$ cat src/rtl/regfile_hilo.sv
// regfile_hilo: 32x32 GPR file plus HI/LO, committed from the writeback bus.
// Optional macro REGFILE_WB_BYPASS_EN adds same-cycle write-through on reads.
//
// Ports:
//   clk, rst          clock; synchronous active-high reset
//   wb_to_rf_bus      {md_hi_we, md_lo_we, md_hi, md_lo, mfhi, mflo, mthi, mtlo,
//                      rsvd[9:0], rf_we, rf_waddr, rf_wdata}
//   raddr1/raddr2     combinational GPR read addresses
//   rdata1/rdata2     GPR read data ($0 always reads zero)
//   hi_o/lo_o         current HI/LO values
module regfile_hilo #(
  parameter int REG_NUM  = 32,
  parameter int DATA_W   = 32,
  parameter int WB_BUS_W = 118
) (
  input  logic                       clk,
  input  logic                       rst,
  input  logic [WB_BUS_W-1:0]        wb_to_rf_bus,
  input  logic [$clog2(REG_NUM)-1:0] raddr1,
  input  logic [$clog2(REG_NUM)-1:0] raddr2,
  output logic [DATA_W-1:0]          rdata1,
  output logic [DATA_W-1:0]          rdata2,
  output logic [DATA_W-1:0]          hi_o,
  output logic [DATA_W-1:0]          lo_o
);

  localparam int AW     = $clog2(REG_NUM);
  localparam int WE_B   = DATA_W + AW;
  localparam int HL_LSB = WE_B + 1;
  localparam int MD_LSB = HL_LSB + 14;

  logic [DATA_W-1:0] r_gpr [REG_NUM];
  logic [DATA_W-1:0] r_hi;
  logic [DATA_W-1:0] r_lo;

  logic [DATA_W-1:0] w_wdata;
  logic [AW-1:0]     w_waddr;
  logic              w_we;
  logic              w_mthi;
  logic              w_mtlo;
  logic [DATA_W-1:0] w_md_lo;
  logic [DATA_W-1:0] w_md_hi;
  logic              w_md_lo_we;
  logic              w_md_hi_we;
  logic              w_gpr_wen;
  logic              w_hi_wen;
  logic              w_lo_wen;
  logic [DATA_W-1:0] w_hi_nxt;
  logic [DATA_W-1:0] w_lo_nxt;
  logic              w_unused;

  assign w_wdata    = wb_to_rf_bus[DATA_W-1:0];
  assign w_waddr    = wb_to_rf_bus[WE_B-1:DATA_W];
  assign w_we       = wb_to_rf_bus[WE_B];
  assign w_mtlo     = wb_to_rf_bus[HL_LSB+10];
  assign w_mthi     = wb_to_rf_bus[HL_LSB+11];
  assign w_md_lo    = wb_to_rf_bus[MD_LSB+DATA_W-1:MD_LSB];
  assign w_md_hi    = wb_to_rf_bus[MD_LSB+2*DATA_W-1:MD_LSB+DATA_W];
  assign w_md_lo_we = wb_to_rf_bus[MD_LSB+2*DATA_W];
  assign w_md_hi_we = wb_to_rf_bus[MD_LSB+2*DATA_W+1];

  // mfhi/mflo and reserved bits carry no state change here.
  assign w_unused = ^{wb_to_rf_bus[HL_LSB+9:HL_LSB],
                      wb_to_rf_bus[HL_LSB+13:HL_LSB+12]};

  assign w_gpr_wen = w_we && (w_waddr != '0);

  // mul/div result outranks mthi/mtlo.
  assign w_hi_wen = w_md_hi_we | w_mthi;
  assign w_lo_wen = w_md_lo_we | w_mtlo;
  assign w_hi_nxt = w_md_hi_we ? w_md_hi : w_wdata;
  assign w_lo_nxt = w_md_lo_we ? w_md_lo : w_wdata;

  always_ff @(posedge clk) begin
    if (rst) begin
      for (int i = 0; i < REG_NUM; i++) r_gpr[i] <= '0;
      r_hi <= '0;
      r_lo <= '0;
    end else begin
      if (w_gpr_wen) r_gpr[w_waddr] <= w_wdata;
      if (w_hi_wen)  r_hi <= w_hi_nxt;
      if (w_lo_wen)  r_lo <= w_lo_nxt;
    end
  end

  always_comb begin
    rdata1 = (raddr1 == '0) ? '0 : r_gpr[raddr1];
    rdata2 = (raddr2 == '0) ? '0 : r_gpr[raddr2];
    hi_o   = r_hi;
    lo_o   = r_lo;
`ifdef REGFILE_WB_BYPASS_EN
    // Write-through; suppressed under reset so outputs show stored state.
    if (!rst) begin
      if (w_gpr_wen && raddr1 == w_waddr) rdata1 = w_wdata;
      if (w_gpr_wen && raddr2 == w_waddr) rdata2 = w_wdata;
      if (w_hi_wen) hi_o = w_hi_nxt;
      if (w_lo_wen) lo_o = w_lo_nxt;
    end
`endif
  end

endmodule

$ cat config.mk
export PLATFORM = sky130hd
export DESIGN_NAME = regfile_hilo
export DESIGN_NICKNAME = d
export VERILOG_FILES = /design/src/rtl/regfile_hilo.sv
export SDC_FILE = /design/constraint.sdc
export NUM_CORES = 2
export LEC_CHECK = 0
export ABC_CLOCK_PERIOD_IN_PS = 2800
export CAP_MARGIN = 10
export CORE_ASPECT_RATIO = 1.75
export CORE_MARGIN = 3
export CORE_UTILIZATION = 40
export DETAILED_ROUTE_END_ITERATION = 6
export GPL_TIMING_DRIVEN = 1
export SLEW_MARGIN = 20
export SYNTH_ARGS = -nofsm -noshare
export SYNTH_HDL_FRONTEND = slang
export SYNTH_SLANG_ARGS = --single-unit
$ cat constraint.sdc
create_clock -name clk -period 2.8 [get_ports clk]
set_input_delay 0.42 -clock clk [delete_from_list [all_inputs] [get_ports clk]]
set_output_delay 0.42 -clock clk [all_outputs]
set_load 0.1 [all_outputs]
==> results.md <==
* Status: complete, but fails checks
* Failing checks: setup timing
* P_leak at 25.9 nW
* Vias in the first global route at 39600
* Worst vdd ir at 458 uV
* DR pass1 iterations at 5
* RSZ-0062 raised after global routing: true
* GR Layer Usage met1 at 33.2%
* Worst-path cell chain: mux4_2, mux4_2, o22ai_2, buf_4, nor3_4, buf_12
* Most frequent cell after synthesis: edfxtp_1
* Die footprint at 148000 um2
* Final #Nets at 4490
* Critical path's top delay family: multiplexers
* Vias/cell at 6.12
* Post-synthesis sequential area ratio at 56.0%
* Minimum clock period at 3.15 ns
* Overall power at 41.7 mW
* Endpoints failing setup at 61
* DR WL/cell at 34.2 um
* GRT met2 Usage at 52.0%
* Clk slew on worst S/H paths at 0.07 ns
* Largest area contributor in the netlist: edfxtp_1
* Synth Area in Adders at 0%
* Clock Skews at 0 ns
* Core Area at 141000 um2
* Fin cells at 6278
* GRT Util Overall at 28.7%
* Initial core utilization at 40.5%
* Largest family of logic cells by synthesized area: multiplexers
* Detailed Route Iter0 Violations at 4197
* Setup ws final at -0.352 ns
* PwrDens at 579 nW/um2
* Synth cell count leaders: 1024 x edfxtp_1, 995 x and2_1, 470 x mux4_2
* Min Hold Slack at 0.327 ns
* Chip width at 292 um
* Placed Cells at 6032
* Clk Latency, worst-skew pair at 0.69 ns
* Fmax at 317 MHz
* Met3 usage at 3.67%
* EDFF count, synth at 1024
* First-pass GRT wire length at 299000 um
* Largest net degree at the start of global routing at 72
* Avg Cell Area, Syn at 14.8 um2
* TritonCTS clock tree: built
* Row cnt at 182
* Hold WC Path Type: primary input to register
* Synth Area in Compound Gates at 4.10%
* Multiplexer area fraction after synthesis at 23.0%
* Total CTS buffers at 99
* H-tree Lvls at 3
* Area grow syn2layout at 25.8%
* Vias at 38400
* Setup WS pre-CTS at -0.514 ns
* MaxCap Viol Count at 0
* Ports at 258
* CP Class: register to output pin
* Die height at 506 um
* Xor-xnor portion of the synthesized cell area at 0%
* Crit path arrival time at 2.73 ns
* Crit Path Max Fanout at 2
* Most Crowded Layer GR: met2
* Slowest-stage cell, CP: mux4_2
* Clock Path Buffers at 3
* Share of cells above drive strength 1 at 36.2%
* Main synth FF type: edfxtp_1
* Antenna violations before repair at 4
* Setup TNS at -13.13 ns
* Clock Sinks at 1088
* Post-DRT Antenna Nets at 0
* Data required time of the critical path at 2.38 ns
* Post-DP HPWL at 144000 um
* Synth top area share at 53.8%
* Critical Path Start Type: register
* Root Driver: clkbuf_16
* Final GP Congestion at 0.882
* Fillcell total at 11700
* Detailed Route WL at 215000 um
* #FFs+latches synth at 1088
* Yosys cell types at 46
* Hold Fails Final Rpt at 0
* Remaining routing DRC violations at 0
* IO buf count at 245
* Grt ovf at 0
* CP endpoint kind: output pin
* CP peak stage delay at 0.55 ns
* Post-synth ARST share at 0%
* Largest cells by area after synthesis: edfxtp_1 54%, mux4_2 19%, and2_1 11%
* Ys Warns at 0
* Buffers & Inverters on Critical Path at 2
* Worst slew pin tran at 0.922 ns
* Fin. max-slew vios at 0
* Synth Area in Simple Gates at 13.5%
* Final period util at 113%
* Synthesized instance count at 3860
* Rel. slew slack at 38.4%
* Synth Cell Area at 57200 um2
* Cts hold-fix bufs at 0
* Top cell by count, worst path: mux4_2
-- cells by family after synthesis --
logic type             after synthesis
DFF                               1088
and+or+nand+nor                   1308
muxes                              722
buffers and inverters              417
AOI/OAI and AO/OA                  324
other                                1
-- per-layer routing --
metal  wire [um]  vias to the layer above
li1            -                    15700
met1       73900                    20100
met2      113000                     2063
met3       15500                      551
met4       11700                        0
met5           0                        -
-- where the power goes --
| group | internal [mW] | total [mW] | leakage [nW] | switching, mW |
|---|---|---|---|---|
| sequential | 18.7 | 19.2 | 10.3 | 0.499 |
| combinational | 3.50 | 8.50 | 14.0 | 5.00 |
| clock | 7.71 | 14.0 | 1.56 | 6.28 |
| total | 29.9 | 41.7 | 25.9 | 11.8 |
-- layout by cell type, fill, tap and decap left out, types with 51 or more instances in the layout --
| master | Yosys | routed |
|---|---|---|
| edfxtp_1 | 1024 | 1024 |
| and2_1 | 995 | 993 |
| mux4_2 | 470 | 470 |
| buf_4 | 34 | 437 |
| mux2i_1 | 220 | 216 |
| buf_12 | 1 | 179 |
| nor2_1 | 164 | 131 |
| clkbuf_16 | 0 | 105 |
| clkdlybuf4s50_1 | 0 | 103 |
| a21oi_1 | 74 | 69 |
| dfxtp_1 | 64 | 64 |
| nor3_4 | 0 | 51 |
-- path summary, 6_finish.rpt --
kind,slack [ns],to,cells after the start,start
hold reg to reg,0.62,lo_o[18]$_SDFFE_PP0P_,4,lo_o[18]$_SDFFE_PP0P_
hold / removal,0.33,lo_o[30]$_SDFFE_PP0P_,3,wb_to_rf_bus[82]
setup / recovery,-0.35,rdata1[5],6,r_gpr[31][5]$_SDFFCE_PN0P_
setup reg to reg,1.87,lo_o[15]$_SDFFE_PP0P_,4,lo_o[15]$_SDFFE_PP0P_
-- metrics by stage --
stage	instance area, um2	utilization, %
after floorplan	58300	-
after global placement	66600	47.2
after detailed placement	66600	47.2
after CTS	71500	50.6
after global routing	71900	51.0
final	71900	51.0
-- registers in the layout, summed over array words and instances, names as in the netlist --
register	count
hi_o	32
lo_o	32
r_gpr	1024
-- tightest hold or removal path: stages --
cell	delay (ns)
clkdlybuf4s50_1	0.40
a21oi_1	0.12
nor2_1	0.05
-- final cells by class --
class | instances | area (um2) | area share (%)
Sequential cell | 1088 | 32000 | 44.5
Multi-Input combinational cell | 2386 | 25500 | 35.4
Timing Repair Buffer | 784 | 8940 | 12.4
Clock buffer | 119 | 2640 | 3.67
Tap cell | 1840 | 2300 | 3.20
Clock inverter | 58 | 577 | 0.802
Antenna cell | 2 | 5.00 | 0.00696
Inverter | 1 | 3.75 | 0.00522
-- what timing repair did --
| action | in CTS | in global routing |
|---|---|---|
| buffers inserted | 51 | 21 |
| pin swaps | 116 | 25 |
| endpoints found under the setup margin | 64 | 64 |
| gates cloned | 9 | 2 |
| gates resized for setup | 174 | 67 |
No activity file was read; power rests on OpenSTA's default activity.
